--- src/rtl/trng_fifo_if.sv ---
// Bus bundle for trng_fifo: TRNG request/capture signals plus the show-ahead read port and status.
interface trng_fifo_if #(
  parameter int W     = 32,
  parameter int DEPTH = 4
);
  logic                   trng_gen;
  logic                   trng_rdy;
  logic [W-1:0]           trng_rdn;
  logic                   rd_vld;
  logic                   rd_rdy;
  logic [W-1:0]           rd_data;
  logic [$clog2(DEPTH):0] level;
  logic                   health_err;
  logic [7:0]             err_cnt;

  modport master (
    output trng_gen,
    input  trng_rdy,
    input  trng_rdn,
    output rd_vld,
    input  rd_rdy,
    output rd_data,
    output level,
    output health_err,
    output err_cnt
  );

  modport slave (
    input  trng_gen,
    output trng_rdy,
    output trng_rdn,
    input  rd_vld,
    output rd_rdy,
    input  rd_data,
    input  level,
    input  health_err,
    input  err_cnt
  );
endinterface

--- src/rtl/trng_fifo.sv ---
// TRNG consumer front end: drops the first post-reset word, buffers the rest in a show-ahead FIFO with watermark refill.
// Word visible 1 cycle after trng_rdy; rd_rdy low holds the head, full FIFO drops trng_gen. TRNG_HEALTH_EN adds a repetition check.
module trng_fifo #(
  parameter int W      = 32,
  parameter int DEPTH  = 4,
  parameter int LOW_WM = 1
) (
  input logic         clk,
  input logic         rst,
  trng_fifo_if.master bus
);
  localparam int AW = $clog2(DEPTH);
  localparam int LW = AW + 1;

  localparam logic [1:0] PRIME = 2'd0;
  localparam logic [1:0] FILL  = 2'd1;
  localparam logic [1:0] WAIT  = 2'd2;

  logic [1:0]    state;
  logic [1:0]    state_nxt;
  logic          gen_q;
  logic [W-1:0]  mem [DEPTH];
  logic [AW-1:0] wr_ptr;
  logic [AW-1:0] rd_ptr;
  logic [LW-1:0] level;
  logic [LW-1:0] level_nxt;
  logic          capture;
  logic          reject;
  logic          push;
  logic          pop;

  // Only FILL captures are candidates; PRIME's word is the TRNG reset value and WAIT words are stray.
  assign capture   = (state == FILL) && bus.trng_rdy;
  assign push      = capture && !reject;
  assign pop       = (level != '0) && bus.rd_rdy;
  assign level_nxt = level + LW'(push) - LW'(pop);

  always_comb begin
    state_nxt = state;
    case (state)
      PRIME:   if (bus.trng_rdy) state_nxt = FILL;
      FILL:    if (push && (level_nxt == LW'(DEPTH))) state_nxt = WAIT;
      WAIT:    if (level_nxt <= LW'(LOW_WM)) state_nxt = FILL;
      default: state_nxt = PRIME;
    endcase
  end

  // Request tracks the next state so it falls on the filling edge and rises on the refill edge.
  always_ff @(posedge clk or posedge rst) begin
    if (rst) begin
      state <= PRIME;
      gen_q <= 1'b0;
    end else begin
      state <= state_nxt;
      gen_q <= (state_nxt != WAIT);
    end
  end

  always_ff @(posedge clk or posedge rst) begin
    if (rst) begin
      for (int i = 0; i < DEPTH; i++) mem[i] <= '0;
      wr_ptr <= '0;
      rd_ptr <= '0;
      level  <= '0;
    end else begin
      if (push) begin
        mem[wr_ptr] <= bus.trng_rdn;
        wr_ptr      <= wr_ptr + AW'(1);
      end
      if (pop) rd_ptr <= rd_ptr + AW'(1);
      level <= level_nxt;
    end
  end

`ifdef TRNG_HEALTH_EN
  logic [W-1:0] last_word;
  logic         last_vld;
  logic         herr;
  logic [7:0]   ecnt;

  assign reject = capture && last_vld && (bus.trng_rdn == last_word);

  // Rejected words still become the comparison reference, so a stuck source keeps failing.
  always_ff @(posedge clk or posedge rst) begin
    if (rst) begin
      last_word <= '0;
      last_vld  <= 1'b0;
      herr      <= 1'b0;
      ecnt      <= '0;
    end else begin
      if (capture) begin
        last_word <= bus.trng_rdn;
        last_vld  <= 1'b1;
      end
      if (reject) begin
        herr <= 1'b1;
        if (ecnt != 8'hFF) ecnt <= ecnt + 8'd1;
      end
    end
  end

  assign bus.health_err = herr;
  assign bus.err_cnt    = ecnt;
`else
  assign reject         = 1'b0;
  assign bus.health_err = 1'b0;
  assign bus.err_cnt    = '0;
`endif

  assign bus.trng_gen = gen_q;
  assign bus.rd_vld   = (level != '0);
  assign bus.rd_data  = mem[rd_ptr];
  assign bus.level    = level;
endmodule

--- src/flat_wrapper.sv ---
// flat-port wrapper written by rule: the top's interface ports become plain ports
module trng_fifo_flat 
#(
  parameter int W      = 32,
  parameter int DEPTH  = 4,
  parameter int LOW_WM = 1
)
  (clk, rst, bus_trng_gen, bus_trng_rdy, bus_trng_rdn, bus_rd_vld, bus_rd_rdy, bus_rd_data, bus_level, bus_health_err, bus_err_cnt);
  trng_fifo_if #(.W(W), .DEPTH(DEPTH)) bus_i ();
  input logic clk;
  input logic rst;
  output wire logic [$bits(bus_i.trng_gen)-1:0] bus_trng_gen;
  input wire logic [$bits(bus_i.trng_rdy)-1:0] bus_trng_rdy;
  input wire logic [$bits(bus_i.trng_rdn)-1:0] bus_trng_rdn;
  output wire logic [$bits(bus_i.rd_vld)-1:0] bus_rd_vld;
  input wire logic [$bits(bus_i.rd_rdy)-1:0] bus_rd_rdy;
  output wire logic [$bits(bus_i.rd_data)-1:0] bus_rd_data;
  output wire logic [$bits(bus_i.level)-1:0] bus_level;
  output wire logic [$bits(bus_i.health_err)-1:0] bus_health_err;
  output wire logic [$bits(bus_i.err_cnt)-1:0] bus_err_cnt;
  assign bus_trng_gen = bus_i.trng_gen;
  assign bus_i.trng_rdy = bus_trng_rdy;
  assign bus_i.trng_rdn = bus_trng_rdn;
  assign bus_rd_vld = bus_i.rd_vld;
  assign bus_i.rd_rdy = bus_rd_rdy;
  assign bus_rd_data = bus_i.rd_data;
  assign bus_level = bus_i.level;
  assign bus_health_err = bus_i.health_err;
  assign bus_err_cnt = bus_i.err_cnt;
  trng_fifo #(.W(W), .DEPTH(DEPTH), .LOW_WM(LOW_WM)) u_core (.clk(clk), .rst(rst), .bus(bus_i));
endmodule
--- config.mk ---
export PLATFORM = sky130hd
export DESIGN_NAME = trng_fifo_flat
export DESIGN_NICKNAME = d
export VERILOG_FILES = /design/src/rtl/trng_fifo_if.sv /design/src/rtl/trng_fifo.sv /design/src/flat_wrapper.sv
export SDC_FILE = /design/constraint.sdc
export NUM_CORES = 1
export LEC_CHECK = 0
export ABC_AREA = 1
export ABC_CLOCK_PERIOD_IN_PS = 5880
export BUFFER_PORTS_ARGS = -buffer_cell sky130_fd_sc_hd__buf_2
export CORE_ASPECT_RATIO = 1.25
export CORE_MARGIN = 5
export CORE_UTILIZATION = 58
export CTS_CLUSTER_SIZE = 28
export DETAILED_ROUTE_END_ITERATION = 6
export PLACE_DENSITY_LB_ADDON = 0.2
export SLEW_MARGIN = 10
export SYNTH_ARGS = -nofsm -noshare
export SYNTH_HDL_FRONTEND = slang
export SYNTH_SLANG_ARGS = --single-unit
--- constraint.sdc ---
create_clock -name clk -period 5.88 [get_ports clk]
set_input_delay 1.176 -clock clk [delete_from_list [all_inputs] [get_ports clk]]
set_output_delay 1.176 -clock clk [all_outputs]
set_load 0.02 [all_outputs]
# --- Word level (Yosys, flattened, before mapping) ---
# Cells that the tools add are included.
# Widths: inputs -> output; s select.
totals:
  regBits: 138
  input_bits: 36
  wordCells: 39
classes:
  order_cmp: 4
  n_bitwise: 2
  reduce_logical: 6
  n_eq_ne: 4
  add_sub_neg: 4
  n_mux: 10
op_table:
  columns: ["cell", "count"]
  rows:
  - ["$bwmux 128", 1]
  - ["$mux 32", 3]
  - ["$bmux 32 s2", 1]
  - ["$demux 32 s2", 1]
  - ["$ge 3x3->1 const B", 2]
  - ["$mux 2", 3]
  - ["$not 2->3", 2]
  - ["$pmux 2 s3", 1]
  - ["$add 2x1->2 const B", 2]
  - ["$logic_and 1x1->1", 4]
  - ["$add 3x1->3", 1]
  - ["$eq 3x3->1 const B", 1]
  - ["$le 3x1->1 const B", 1]
  - ["$lt 3x1->1 const B", 1]
  - ["$reduce_bool 3->1", 1]
  - ["$sub 3x1->3", 1]
  - ["$eq 2x1->1 const B", 1]
  - ["$eq 2x2->1 const B", 1]
  - ["$logic_not 2->1", 1]
  - ["$ne 2x2->1 const B", 1]

# --- Longest topological paths before layout ---
depth:
  word_depth: 9
  depth_mapped: 14
  depth_no_buf: 14

# --- Worst setup path after synthesis ---
# OpenSTA, ideal clock, no wires.
synth_timing:
  path_kind: "input -> register"
  start: "in bus_rd_rdy"
  end: "reg u_core.state[0]"
  arrival_ns: 2.693
  path_buffers: 0
  path_slack_ns: 3.063
  cell_stages: 11
  cell_sequence: "and2_1 > ha_1 > inv_1 > ha_1 > inv_1 > fa_1 > nand2_1 > nor2_1 > nand3_1 > nand3_1 > nand3_1"
synth_via:
  elab_chain_len: 6
  word_cells_on_any_way: 8
  classes_between: "add/sub (1); order compare (1); eq/ne (1); mux (3); reduce/logical (2)"
synth_lines:
  columns: ["element", "line_no", "text"]
  rows:
  - ["start: declaration", "flat_wrapper.sv:16", "input wire logic [$bits(bus_i.rd_rdy)-1:0] bus_rd_rdy;"]
  - ["$logic_and 1x1->1 (*)", "trng_fifo.sv:35", "assign pop = (level != '0) && bus.rd_rdy;"]
  - ["$sub 3x1->3 (*)", "trng_fifo.sv:36", "assign level_nxt = level + LW'(push) - LW'(pop);"]
  - ["branches (longest 3 deep; another with $le 3x1->1)", null, null]
  - ["$pmux 2 s3 (*)", "trng_fifo.sv:40", "case (state)"]
  - ["named net u_core.state_nxt[0]", "trng_fifo.sv:20", "logic [1:0] state_nxt;"]
  - ["end signal: assignment", "trng_fifo.sv:54", "state <= state_nxt;"]
  - ["end: declaration", "trng_fifo.sv:19", "logic [1:0] state;"]
# Mark *: on every way through the listed nets, which the timed path passes.
# A chain may end at the register's enable or synchronous reset.

# --- Final worst setup path ---
layout_timing:
  start: "reg u_core.rd_ptr[0]"
  end: "out bus_rd_data[13]"
layout_via:
  elab_chain_len: 4
layout_lines:
  columns: ["element", "line_no", "text"]
  rows:
  - ["start: declaration", "trng_fifo.sv:24", "logic [AW-1:0] rd_ptr;"]
  - ["start signal: assignment", "trng_fifo.sv:70", "if (pop) rd_ptr <= rd_ptr + AW'(1);"]
  - ["$not 2->3 (not written as such)", "trng_fifo.sv:112", "assign bus.rd_data = mem[rd_ptr];"]
  - ["$bmux 32 s2", "trng_fifo.sv:112", null]
  - ["$mux 32 (not written as such) (2 in a row)", "trng_fifo.sv:112", null]
  - ["end: declaration", "flat_wrapper.sv:17", "output wire logic [$bits(bus_i.rd_data)-1:0] bus_rd_data;"]
# Every way passes these cells. The select of a mux whose other input is x is not followed.

==> results by group <==
Clocking
  • TritonCTS clock tree: built
  • Clock latency on the worst-skew pair: 0.41 ns
  • Number of gates resized after CTS: 0
  • Post-CTS Repair Setup Buffers: 0
  • Clock tree buffer depth: 2
  • Num CTS Buffers: 17
  • Hold Buf Count CTS: 0
  • CTS H-tree lvls: 4
  • Reg clk slew, reported paths: 0.05 ns
  • Clock sink count: 138
  • Root buffer cell: clkbuf_16

Floorplanning
  • Initial Utilization: 58.7%
  • Row count: 43
  • Die Span Y: 128 um
  • Die Area: 13400 um^2
  • Die width: 104 um
  • Number of I/O pins: 82
  • Core ar.: 11000 um^2

Place
  • I/O Buffers: 72
  • DP HPWL: 7.80 mm
  • Routability Congestion: 0.770
  • Placed cell area: 6640 um^2

Setup path
  • Data arrival, critical path: 2.67 ns
  • CP endpoint kind: primary output
  • Reg2Reg Depth: 13
  • Worst setup SP type: register
  • Critical path required time: 4.70 ns
  • Crit Path Max Fanout: 67
  • Critical Setup Path Class: reg2out

Route
  • ANT nets after route: 0
  • Via/cell ratio: 5.48
  • Iter 0 DRT Violations: 308
  • Avg WL per Cell: 15.4 um
  • DRC viols: 0
  • Via Count: 4891
  • Final wirelength: 13.8 mm
  • Initial DRT Pass Iterations: 5
  • DR top layer: met4
  • Met2 WL post-DR: 7.00 mm
  • Met1 WL: 5.96 mm
  • Met3 wire length: 663 um

Yosys
  • Avg Inst Size Synth: 9.32 um^2
  • Cells after Synth: 694
  • Sequential area share after synthesis: 53.4%
  • Ys Warns: 0
  • Count of cell types in the netlist: 23
  • FF+latch count, synth: 138
  • Mapped Area: 6470 um^2

Power and ir drop
  • Sequential Power Share: 34.2%
  • Comb pwr share: 43.4%
  • Power density cells: 655 nW/um^2
  • Max VDD drop: 0.344 mV
  • Switch Pwr: 1.98 mW
  • Static leakage: 3.60 nW
  • Sw Ratio: 41.7%
  • Pint: 2.76 mW
  • Clk pwr share: 22.4%

Timing
  • RSZ-0062 raised after global routing: no
  • Final setup vio count: 0
  • Setup Skew: 0.00775 ns
  • Worst-Margin Slew: 1.15 ns
  • Final Hold Viols: 0
  • Fin Setup TNS: 0 ns
  • FMAX: 260 MHz
  • Period utilization: 65.4%
  • Hold slack: 0.474 ns
  • Fin crit period: 3.84 ns
  • Final Max Slew Viols: 0
  • Slew HR: 23.3%

Outcome
  • Status: finished, final reports clean

Final layout
  • Final Net Count: 787
  • N_diodes: 0
  • Design area: 7240 um^2
  • Final design utilization: 65.6%
  • Fraction of layout cells with a size suffix above 1: 23.8%
  • Most frequent cells in the layout: nand2_1, dfrtp_1, buf_2
  • P&R area growth vs syn: 11.9%
  • Most common cell after layout, fill and taps aside: nand2_1

GRT
  • First-pass GRT wire length: 23.5 mm
  • Initial antenna violation count: 0
  • GRT Total Usage: 21.4%
  • Largest net degree at the start of global routing: 84
  • Vias in the first global route: 4974
  • Total grt overflow: 0

Hold path
  • Hold path cells: 2
  • Hold Crit Class: reg2reg

Job
  • Max_cap viols: 0
[cells by family after synthesis]
logic type	after synthesis	share of synthesized area, %
other cells	1	0.0579
xor+xnor	3	0.406
flops	138	53.4
simple gates	217	13.5
compound gates	226	21.8
buf+inv	102	9.44
fa+ha+maj	7	1.47
[power by group through the flow]
stage,combinational [mW],sequential [mW],clock [mW]
after floorplan,1.61,1.59,0
after global placement,1.99,1.61,0
after detailed placement,2.06,1.62,0
after CTS,2.07,1.61,1.08
after global routing,2.30,1.67,1.12
final,2.06,1.62,1.06
[per-stage QoR]
step	worst slack, ns	total power, mW	cells
finish	2.04	4.74	892
global route	1.85	5.09	892
detailed placement	2.50	3.68	860
floorplan	1.01	3.20	702
global placement	2.57	3.60	860
CTS	2.05	4.76	892
[cell usage after synthesis, drive strengths merged]
cell,count,share of area (%)
o21ai,194,19
nand2,143,8.8
dfrtp,138,53
nor2,65,3.8
inv,50,3.0
buf,38,5.6
o22ai,32,3.1
clkbuf,14,0.81
nand3,7,0.73
ha,6,1.2
xor2,3,0.41
and2,1,0.097
conb,1,0.058
fa,1,0.31
nand4,1,0.097
[critical path, stage by stage (launching register included)]
cell and delay [ns]:
dfrtp_2 0.38, buf_4 0.34, inv_2 0.87, o21ai_0 0.17
o22ai_1 0.27, buf_2 0.22
[sequential cells by signal (all words and copies together), names as in the netlist]
signal / count
u_core.mem: 128
u_core.bus.level: 3
u_core.rd_ptr: 2
u_core.state: 2
u_core.wr_ptr: 2
u_core.bus.trng_gen: 1
[worst paths after layout]
check | startpoint | to | slack, ns
min in group asynchronous | rst | u_core.bus.level[1] | 1.00
min | u_core.mem[84] | u_core.mem[84] | 0.47
max in group asynchronous | rst | u_core.mem[50] | 3.61
min reg2reg | u_core.mem[84] | u_core.mem[84] | 0.47
max reg2reg | u_core.bus.level[1] | u_core.state[0] | 3.49
max | u_core.rd_ptr[0] | bus_rd_data[13] | 2.04
[final cells by class]
type	instances	area, um^2
Fill cell	878	3790
Sequential cell	138	3450
Multi-Input combinational cell	462	2440
Clock buffer	22	484
Timing Repair Buffer	75	383
Inverter	50	198
Tap cell	135	169
Clock inverter	10	115
[layer usage]
metal | global-route usage [%] | up-vias
met5 | 0 | -
met4 | 6.25 | 0
met3 | 4.69 | 13
met2 | 37.2 | 124
met1 | 26.8 | 2376
li1 | - | 2378
No activity file was read; power rests on OpenSTA's default activity.
